==> config.mk <==
export PLATFORM = sky130hd
export DESIGN_NAME = fwd_scoreboard
export DESIGN_NICKNAME = d
export VERILOG_FILES = /design/src/rtl/fwd_pkg.sv /design/src/rtl/fwd_match.sv /design/src/rtl/fwd_scoreboard.sv
export SDC_FILE = /design/constraint.sdc
export NUM_CORES = 1
export LEC_CHECK = 0
export CAP_MARGIN = 20
export CORE_ASPECT_RATIO = 0.9
export CORE_UTILIZATION = 48
export DETAILED_ROUTE_END_ITERATION = 16
export PLACE_DENSITY = 0.81
export SYNTH_ARGS = -nofsm -noshare
export SYNTH_HDL_FRONTEND = slang
export SYNTH_SLANG_ARGS = --single-unit
==> constraint.sdc <==
create_clock -name clk -period 3.3 [get_ports clk]
set_clock_uncertainty 0.15 [all_clocks]
set_input_delay 0.495 -clock clk [delete_from_list [all_inputs] [get_ports clk]]
set_output_delay 0.495 -clock clk [all_outputs]
set_load 0.005 [all_outputs]
==> src/rtl/fwd_pkg.sv <==
// Shared types for the forwarding scoreboard: producer entry, hazard FSM state, select width.
package fwd_pkg;

    // Widest register address the entry can hold; narrower addresses are zero-extended.
    localparam int unsigned FwdRdW = 8;

    typedef struct packed {
        logic              valid;
        logic [FwdRdW-1:0] rd;
        logic              we;
        logic              is_load;
        logic              ready;
    } fwd_entry_t;

    typedef enum logic [0:0] {
        StRun,
        StLoadWait
    } fwd_state_e;

    function automatic int unsigned sel_w(input int unsigned depth);
        return $clog2(depth + 1);
    endfunction

endpackage

==> src/rtl/fwd_match.sv <==
// Priority match of one EX source port against the tracked producer entries.
module fwd_match
    import fwd_pkg::*;
#(
    parameter int unsigned FWD_DEPTH  = 2,
    parameter int unsigned REG_ADDR_W = 5
) (
    input  fwd_entry_t [FWD_DEPTH-1:0]        entries,
    input  logic [REG_ADDR_W-1:0]             rs_addr,
    input  logic                              rs_used,
    output logic [sel_w(FWD_DEPTH)-1:0]       sel,
    output logic                              hit1
);

    localparam int unsigned SelW = sel_w(FWD_DEPTH);

    logic [FWD_DEPTH-1:0] match;
    logic [FwdRdW-1:0]    rs_ext;

    assign rs_ext = FwdRdW'(rs_addr);

    always_comb begin
        match = '0;
        for (int k = 0; k < int'(FWD_DEPTH); k++) begin
            match[k] = entries[k].valid && entries[k].we && (entries[k].rd != '0) &&
                       (entries[k].rd == rs_ext) && rs_used;
        end
    end

    // Walk oldest to youngest so the youngest producer overrides.
    always_comb begin
        sel = '0;
        for (int k = int'(FWD_DEPTH) - 1; k >= 0; k--) begin
            if (match[k]) sel = SelW'(k + 1);
        end
    end

    assign hit1 = match[0];

endmodule

==> src/rtl/fwd_scoreboard.sv <==
// Forwarding scoreboard: tracks producers ahead of EX, selects bypass sources, stalls on load-use.
// Optional FWD_PERF_CNT_EN adds a saturating stall-cycle counter output (stall_cnt).
module fwd_scoreboard
    import fwd_pkg::*;
#(
    parameter int unsigned NUM_RD_PORTS = 2,
    parameter int unsigned FWD_DEPTH    = 2,
    parameter int unsigned REG_ADDR_W   = 5
) (
    input  logic                                          clk,
    input  logic                                          rst_n,
    input  logic                                          adv,
    input  logic                                          flush,
    input  logic [REG_ADDR_W-1:0]                         ex_rd,
    input  logic                                          ex_we,
    input  logic                                          ex_is_load,
    input  logic [NUM_RD_PORTS-1:0][REG_ADDR_W-1:0]       ex_rs_addr,
    input  logic [NUM_RD_PORTS-1:0]                       ex_rs_used,
    input  logic                                          mem_ready,
    output logic [NUM_RD_PORTS-1:0][sel_w(FWD_DEPTH)-1:0] fwd_sel,
    output logic                                          stall
`ifdef FWD_PERF_CNT_EN
    ,
    output logic [31:0]                                   stall_cnt
`endif
);

    fwd_entry_t [FWD_DEPTH-1:0] entries_q, entries_d;
    fwd_state_e                 state_q, state_d;
    logic [NUM_RD_PORTS-1:0]    hit1;
    logic                       hazard;

    for (genvar p = 0; p < NUM_RD_PORTS; p++) begin : g_match
        fwd_match #(
            .FWD_DEPTH  (FWD_DEPTH),
            .REG_ADDR_W (REG_ADDR_W)
        ) u_match (
            .entries (entries_q),
            .rs_addr (ex_rs_addr[p]),
            .rs_used (ex_rs_used[p]),
            .sel     (fwd_sel[p]),
            .hit1    (hit1[p])
        );
    end

    // Entry index 0 is the MEM stage; a killed instruction enters as a bubble.
    always_comb begin
        entries_d = entries_q;
        if (adv) begin
            for (int k = int'(FWD_DEPTH) - 1; k > 0; k--) begin
                entries_d[k] = entries_q[k-1];
            end
            entries_d[0].valid   = ~flush;
            entries_d[0].rd      = FwdRdW'(ex_rd);
            entries_d[0].we      = ex_we;
            entries_d[0].is_load = ex_is_load;
            entries_d[0].ready   = ~ex_is_load;
        end else if (mem_ready) begin
            entries_d[0].ready = 1'b1;
        end
    end

    always_ff @(posedge clk or negedge rst_n) begin
        if (!rst_n) begin
            entries_q <= '0;
        end else begin
            entries_q <= entries_d;
        end
    end

    assign hazard = (|hit1) && !entries_q[0].ready && !mem_ready;

    always_ff @(posedge clk or negedge rst_n) begin
        if (!rst_n) begin
            state_q <= StRun;
        end else begin
            state_q <= state_d;
        end
    end

    always_comb begin
        state_d = state_q;
        unique case (state_q)
            StRun:      if (hazard) state_d = StLoadWait;
            StLoadWait: if (mem_ready) state_d = StRun;
            default:    state_d = StRun;
        endcase
    end

    always_comb begin
        stall = 1'b0;
        unique case (state_q)
            StRun:      stall = hazard;
            StLoadWait: stall = ~mem_ready;
            default:    stall = 1'b0;
        endcase
    end

`ifdef FWD_PERF_CNT_EN
    logic [31:0] stall_cnt_q;

    always_ff @(posedge clk or negedge rst_n) begin
        if (!rst_n) begin
            stall_cnt_q <= '0;
        end else if (stall && (stall_cnt_q != '1)) begin
            stall_cnt_q <= stall_cnt_q + 32'd1;
        end
    end

    assign stall_cnt = stall_cnt_q;
`endif

endmodule

==> results_tabular.tex, run 1 <==
\begin{tabular}{lr}
\hline
Metric & Value \\
\hline
\multicolumn{2}{l}{\textbf{Status}} \\
\quad Status & finished clean \\
\multicolumn{2}{l}{\textbf{Critical path}} \\
\quad Critical-path maximum fanout & 2 \\
\quad CP max-delay cell & sky130\_fd\_sc\_hd\_\_clkdlybuf4s50\_1 \\
\quad Worst setup path category & primary input to primary output \\
\quad Cells along the critical path & clkdlybuf4s50\_1, xor2\_1, nor4\_2, nand3\_1, a211o\_1, a21oi\_2, clkdlybuf4s50\_1 \\
\quad Arrival time at the worst endpoint & 2520 ps \\
\quad CP required & 2650 ps \\
\quad Cell mode on critical path & sky130\_fd\_sc\_hd\_\_clkdlybuf4s50\_1 \\
\quad Endpoint type of the worst setup path & primary output \\
\quad Launching element type of the critical path & primary input \\
\quad Crit path largest cell delay & 510 ps \\
\multicolumn{2}{l}{\textbf{Yosys}} \\
\quad Share of async-settable or async-resettable flops after synthesis & 100\% \\
\quad Largest cells by area after synthesis & sky130\_fd\_sc\_hd\_\_dfrtp\_1 (44\%), sky130\_fd\_sc\_hd\_\_mux2\_2 (16\%), sky130\_fd\_sc\_hd\_\_xor2\_1 (15\%) \\
\quad Main synth FF type & sky130\_fd\_sc\_hd\_\_dfrtp\_1 \\
\quad Proportion of synthesized chip area in sequential cells & 44.3\% \\
\quad Synthesis-stage register bit count & 16 \\
\quad Commonest cells in the synthesized netlist & sky130\_fd\_sc\_hd\_\_dfrtp\_1 (16), sky130\_fd\_sc\_hd\_\_xor2\_1 (16), sky130\_fd\_sc\_hd\_\_mux2\_2 (13), sky130\_fd\_sc\_hd\_\_nand3\_1 (4), sky130\_fd\_sc\_hd\_\_xnor2\_1 (4) \\
\quad Count of cell types in the netlist & 21 \\
\quad Synthesis Warnings & 0 \\
\quad Fraction of synthesized cell area taken by the top area cell type & 44.3\% \\
\quad Gate count of the mapped netlist & 76 \\
\quad Netlist area before placement & 905 um2 \\
\quad Synthesized Nets & 100 \\
\quad Post-Synthesis Mean Instance Area & 11.9 um2 \\
\quad Number of flops mapped to enable cells by yosys & 0 \\
\quad Cell type with the largest total area after synthesis & sky130\_fd\_sc\_hd\_\_dfrtp\_1 \\
\multicolumn{2}{l}{\textbf{Global routing}} \\
\quad Overall track demand over capacity in global routing & between 20\% and 30\% \\
\quad Leftover overflow at the end of global routing & 0 \\
\quad First-pass GRT wire length & 2970 um \\
\quad Via count of the first global-routing pass & $\sim$670 \\
\quad Maximum number of pins on one net before global-route repair & 17 \\
\quad Number of antenna violations at the first check in global routing & 0 \\
\multicolumn{2}{l}{\textbf{CTS}} \\
\quad Buffer levels on the longest clock path & 2 \\
\quad Clock transition at path regs & 90 ps \\
\quad Clk Tree Root Cell & sky130\_fd\_sc\_hd\_\_clkbuf\_4 \\
\quad Later-pin clock latency in the skew report & 280 ps \\
\quad Setup bufs post-CTS & 0 \\
\quad Number of clock sinks seen by CTS & 16 \\
\quad TritonCTS clock tree & yes \\
\quad H-tree levels & 1 \\
\quad TritonCTS buffer count & 3 \\
\multicolumn{2}{l}{\textbf{Timing}} \\
\quad Slew headroom & 53.8\% \\
\quad Final Hold Slack & between 300 and 400 ps \\
\quad Transition at the pin with the smallest max-transition slack & 691 ps \\
\quad Setup violations, final & 0 \\
\quad Final worst path period share & between 90\% and 100\% \\
\quad Setup TNS after final layout & 0 ps \\
\quad Final max-slew violation count & 0 \\
\quad Highest achievable clock rate & 0.316 GHz \\
\quad Worst-case setup margin in the final layout & 139 ps \\
\quad Final hold viol count & 0 \\
\quad Shortest period the worst path allows & 3160 ps \\
\quad RSZ-0062 raised after global routing & no \\
\multicolumn{2}{l}{\textbf{Floorplan}} \\
\quad Initial core utilization & 52.7\% \\
\quad Number of core rows & 14 \\
\quad I/O pin count & 29 \\
\quad Die area & 2060 um2 \\
\quad Width of the chip & about 48 um \\
\quad Area inside the core boundary & 1720 um2 \\
\quad Chip Height & 43.2 um \\
\multicolumn{2}{l}{\textbf{Power and ir drop}} \\
\quad Fraction of power consumed by combinational cells & 22.6\% \\
\quad Switching part of the total power & between 20\% and 30\% \\
\quad Sequential share of power & 51.3\% \\
\quad Areal power density over the cells & 391 nW/um2 \\
\quad Leak Pwr & 0.000477 uW \\
\quad Pint & 353 uW \\
\quad Worst supply voltage drop on vdd & about 0.00034 V \\
\quad Proportion of power drawn by the clock network & a little over a quarter \\
\quad Switching power & 130 uW \\
\quad Total Power & about 480 uW \\
\multicolumn{2}{l}{\textbf{Final layout}} \\
\quad Layout Nets & 129 \\
\quad Combined area of the multi-input logic cells & about 480 um2 \\
\quad Fillers & 138 \\
\quad Count of non-filler cells in the finished layout & 128 \\
\quad Layout cell share with drive strength beyond 1 & 22.1\% \\
\quad Antenna diode count & 0 \\
\quad Area overhead of the layout relative to synthesis & 36.4\% \\
\quad Register Area & 400 um2 \\
\multicolumn{2}{l}{\textbf{Drt}} \\
\quad Drt first pass iters & 4 \\
\quad Total routed wirelength & 1830 um \\
\quad Met1 Wirelength & 857 um \\
\quad Uppermost signal routing layer after detailed routing & met3 \\
\quad DRC violations left & 0 \\
\quad Total met3 wirelength after detailed routing & around 110 um \\
\quad Number of nets with antenna violations after routing & 0 \\
\quad Routed length on met2 & roughly 860 um \\
\quad Via density & 5.13 \\
\quad Initial DRC count & 9 \\
\quad Mean routed wirelength per cell & around 14 um \\
\quad Total number of vias & 656 \\
\multicolumn{2}{l}{\textbf{Placed design}} \\
\quad Cell count after placement & 124 \\
\quad Input/output buffers & 28 \\
\quad Final Wtd Congestion & 0.812 \\
\quad Estimated wirelength of the detail-placed design & 1410 um \\
\quad Post-Place Setup Slack & 126 ps \\
\multicolumn{2}{l}{\textbf{Min path}} \\
\quad Class of the tightest hold or removal check & register to register \\
\multicolumn{2}{l}{\textbf{Job}} \\
\quad Number of max-cap violations & 0 \\
\hline
\end{tabular}
-- cells by family (layout without fill, tap and decap cells) --
logic type | count (synthesis) | after routing | synth area share (%)
compound gates | 5 | 5 | 4.70
buf+inv | 6 | 34 | 3.46
simple gates | 15 | 15 | 10.9
flops | 16 | 16 | 44.3
mux | 14 | 14 | 17.3
xor+xnor | 20 | 20 | 19.4
-- what timing repair did --
action                                  4_1_cts  5_1_grt
resized for setup                             0        1
hold buffers                                  0        0
endpoints found under the setup margin        0        1
-- flip-flops by register name (all words and copies together), names as in the netlist --
name,flops
entries_q,15
state_q,1
-- path summary, 6_finish.rpt --
check                              startpoint      endpoint  slack, ps  cells after the start
worst max-delay path            ex_rs_addr[5]         stall        140                      7
worst min register to register        state_q       state_q        370                      2
max in group asynchronous               rst_n       state_q       2090                      1
worst min-delay path                  state_q       state_q        370                      2
min in group asynchronous               rst_n  entries_q[3]        470                      1
worst max register to register   entries_q[3]       state_q       1540                      5
-- layer usage --
metal  vias up  GRT usage (%)
li1        326              -
met1       310           29.2
met2        20           32.2
met3         0           4.68
met4         0           5.00
met5         -              0
-- power groups by stage --
stage / registers [uW] / clock network [uW] / logic (uW)
after global placement: 251 / 0 / 104
final: 248 / 126 / 109
after floorplan: 242 / 0 / 64.1
after detailed placement: 252 / 0 / 107
after global routing: 252 / 138 / 119
after CTS: 248 / 130 / 108
-- area by class of cell --
class,count,share of cell area (%)
clock buffer,4,2.94
tap,24,2.43
sequential,16,32.5
timing repair buffer,28,22.7
inverter,2,0.609
multi-input combinational,54,38.8
-- per-stage QoR --
step	cell area [um2]	util, %
after global routing	1230	71.9
after detailed placement	1190	69.4
after CTS	1230	71.5
after global placement	1190	69.4
final	1230	71.9
after floorplan	905	-
-- cells in the final DEF, fill, tap and decap left out, drive strengths merged, types with 2 or more instances in the layout --
master | Yosys | layout
nand3 | 4 | 4
clkdlybuf4s50 | 0 | 28
or4 | 2 | 2
xnor2 | 4 | 4
nor2 | 2 | 2
xor2 | 16 | 16
mux2 | 13 | 13
clkbuf | 1 | 4
a21oi | 2 | 2
inv | 2 | 2
nor3 | 3 | 3
nor4 | 4 | 4
o211ai | 2 | 2
dfrtp | 16 | 16
-- worst max-delay path: cells and delay by family --
kind,cells,cell delay [ps]
AOI/OAI and AO/OA,2,470
and+or+nand+nor,2,400
buffers and inverters,2,970
xor gates and xnor gates,1,180
Power figures use the tool's default switching activity.
==> run 2, diff against run 1 <==
==> constraint.sdc (replaced) <==
create_clock -name clk -period 3.3 [get_ports clk]
set_clock_uncertainty 0.15 [all_clocks]
set_input_delay 0.495 -clock clk [delete_from_list [all_inputs] [get_ports clk]]
set_output_delay 0.495 -clock clk [all_outputs]
set_load 0.01 [all_outputs]
==> run 2 against run 1 <==
First-iteration DRC count is 11% lower. Largest power group unchanged. Critical path depth is 2 lower. Maximum frequency is 5.1% higher. Total power hardly changed. Non-clock buffer count stayed put.
==> results_tabular.tex, run 2 (same netlist as run 1, synthesis figures left out) <==
\begin{tabular}{lr}
\hline
Metric & Value \\
\hline
\multicolumn{2}{l}{\textbf{Final layout}} \\
\quad Antenna diode count & 0 \\
\quad Most common cell after layout, fill and taps aside & sky130\_fd\_sc\_hd\_\_clkdlybuf4s50\_1 \\
\quad Layout Cell Area excl Fill & 1240 um2 \\
\quad Area overhead of the layout relative to synthesis & 36.7\% \\
\quad Most used cells in the layout excluding fill and tap cells & sky130\_fd\_sc\_hd\_\_clkdlybuf4s50\_1 (27), sky130\_fd\_sc\_hd\_\_xor2\_1 (16), sky130\_fd\_sc\_hd\_\_dfrtp\_1 (16), sky130\_fd\_sc\_hd\_\_mux2\_2 (13) \\
\quad Layout cell share with drive strength beyond 1 & 22.1\% \\
\quad Max FFs per register & 15 \\
\quad Layout Nets & about 130 \\
\quad Top flop regs & entries\_q x15, state\_q x1 \\
\quad Fillers & 136 \\
\quad Combined area of the multi-input logic cells & 479 um2 \\
\quad Register name with the most flops & entries\_q \\
\quad Register Area & around 400 um2 \\
\multicolumn{2}{l}{\textbf{Timing}} \\
\quad Highest achievable clock rate & 0.333 GHz \\
\quad RSZ-0062 raised after global routing & no \\
\quad Setup TNS after final layout & 0 ps \\
\quad Shortest period the worst path allows & 3010 ps \\
\quad Setup violations, final & 0 \\
\quad Final worst path period share & 91.1\% \\
\quad Final hold viol count & 0 \\
\quad Slew headroom & 53.8\% \\
\quad Final max-slew violation count & 0 \\
\quad Transition at the pin with the smallest max-transition slack & 691 ps \\
\quad Final Hold Slack & 366 ps \\
\multicolumn{2}{l}{\textbf{Floorplan}} \\
\quad Area inside the core boundary & approximately 1700 um2 \\
\quad Number of core rows & 14 \\
\quad Initial core utilization & 52.7\% \\
\quad Width of the chip & 47.8 um \\
\quad Chip Height & around 43 um \\
\quad Die area & 2060 um2 \\
\quad I/O pin count & 29 \\
\multicolumn{2}{l}{\textbf{Critical path}} \\
\quad Arrival time at the worst endpoint & approximately 2400 ps \\
\quad Endpoint type of the worst setup path & primary output \\
\quad Worst reg2reg path depth & 5 \\
\quad Source of the worst register-to-register timing path & entries\_q[3] \\
\quad Capture point of the worst reg-to-reg path & state\_q \\
\quad Worst setup path category & register to primary output \\
\quad Launching element type of the critical path & register \\
\quad CP required & 2650 ps \\
\quad Critical-path maximum fanout & 5 \\
\quad Slack of the worst reg-to-reg path & 1540 ps \\
\multicolumn{2}{l}{\textbf{Drt}} \\
\quad Via density & 5.17 \\
\quad DRC violations left & 0 \\
\quad Mean routed wirelength per cell & 14.3 um \\
\quad Total number of vias & 662 \\
\quad Total routed wirelength & 1830 um \\
\quad Initial DRC count & 8 \\
\quad Number of nets with antenna violations after routing & 0 \\
\quad Drt first pass iters & 4 \\
\multicolumn{2}{l}{\textbf{CTS}} \\
\quad Buffer levels on the longest clock path & 2 \\
\quad Number of clock sinks seen by CTS & 16 \\
\quad TritonCTS clock tree & yes \\
\quad Later-pin clock latency in the skew report & 280 ps \\
\quad Clk Tree Root Cell & sky130\_fd\_sc\_hd\_\_clkbuf\_4 \\
\quad H-tree levels & 1 \\
\quad Clock transition at path regs & 90 ps \\
\quad TritonCTS buffer count & 3 \\
\multicolumn{2}{l}{\textbf{Status}} \\
\quad Status & finished clean \\
\multicolumn{2}{l}{\textbf{Global routing}} \\
\quad Via count of the first global-routing pass & 669 \\
\quad Overall track demand over capacity in global routing & 20.8\% \\
\quad Maximum number of pins on one net before global-route repair & 17 \\
\quad Number of antenna violations at the first check in global routing & 0 \\
\quad Leftover overflow at the end of global routing & 0 \\
\quad First-pass GRT wire length & 2970 um \\
\multicolumn{2}{l}{\textbf{Min path}} \\
\quad Class of the tightest hold or removal check & register to register \\
\quad Worst hold path startpoint & state\_q \\
\quad Hold Path Cell Cnt & 2 \\
\quad Hold Path End & state\_q \\
\multicolumn{2}{l}{\textbf{Placed design}} \\
\quad Input/output buffers & 28 \\
\quad Estimated wirelength of the detail-placed design & between 1000 and 1500 um \\
\quad Final Wtd Congestion & 0.812 \\
\quad Placed instance area & 1190 um2 \\
\multicolumn{2}{l}{\textbf{Power and ir drop}} \\
\quad Worst supply voltage drop on vdd & approximately 0.00034 V \\
\quad Areal power density over the cells & slightly below 400 nW/um2 \\
\quad Leak Pwr & 0.000496 uW \\
\multicolumn{2}{l}{\textbf{Job}} \\
\quad Number of max-cap violations & 0 \\
\hline
\end{tabular}
[run 2: cell types whose count changed in the layout (fill, tap and decap cells not counted), sizes merged]
cell,before,now
clkdlybuf4s50,28,27
dlymetal6s2s,0,1
[run 2: critical path, stage by stage, from the launching register on]
cell                              delay, ps
sky130_fd_sc_hd__dfrtp_1                450
sky130_fd_sc_hd__or4_1                  590
sky130_fd_sc_hd__o211ai_2               220
sky130_fd_sc_hd__nor2_1                 100
sky130_fd_sc_hd__nor3_2                 170
sky130_fd_sc_hd__clkdlybuf4s50_1        560
[run 2: repair_timing]
| item | CTS | global route |
|---|---|---|
| hold endpoints to repair | 0 | 0 |
| buffers inserted | 0 | 0 |
| gates resized for setup | 0 | 2 |
| setup endpoints to repair | 0 | 1 |
| hold buffers | 0 | 0 |
[run 2: how the worst max path moves through the flow]
stage / startpoint / to
2_1_floorplan: ex_rs_addr[5] / stall
3_3_place_gp: ex_rs_addr[1] / stall
3_5_place_dp: ex_rs_addr[4] / stall
4_1_cts: ex_rs_addr[4] / stall
5_1_grt: entries_q[4] / fwd_sel[1]
6_report: entries_q[4] / fwd_sel[1]
[run 2: metrics by stage]
step | setup slack, ps | total power, uW | instances | util [%]
2_1_floorplan | 1160 | 307 | 76 | -
3_3_place_gp | 97.6 | 356 | 124 | 69.4
3_5_place_dp | 90.4 | 360 | 124 | 69.4
4_1_cts | 74.5 | 486 | 128 | 71.5
5_1_grt | 183 | 510 | 128 | 72.0
6_report | 293 | 483 | 128 | 72.0
[run 2: per-layer routing]
layer / routed length, um / vias up / GRT usage, % / share of wire [%]
met5: 0 / - / 0 / 0
met4: 0 / 0 / 5.00 / 0
met3: 114 / 0 / 4.68 / 6.2
met2: 858 / 20 / 32.2 / 47
met1: 857 / 315 / 29.2 / 47
li1: - / 327 / - / -
[run 2: power by group]
part           switching (uW)  internal, uW  total, uW
Combinational            41.7          67.5        109
Sequential               29.6           218        248
Clock                    58.7          67.1        126
[run 2: cell type report]
class	count	area share [%]
multi-input combinational	54	38.8
sequential	16	32.4
timing repair buffer	28	22.9
clock buffer	4	2.94
tap	24	2.43
inverter	2	0.607
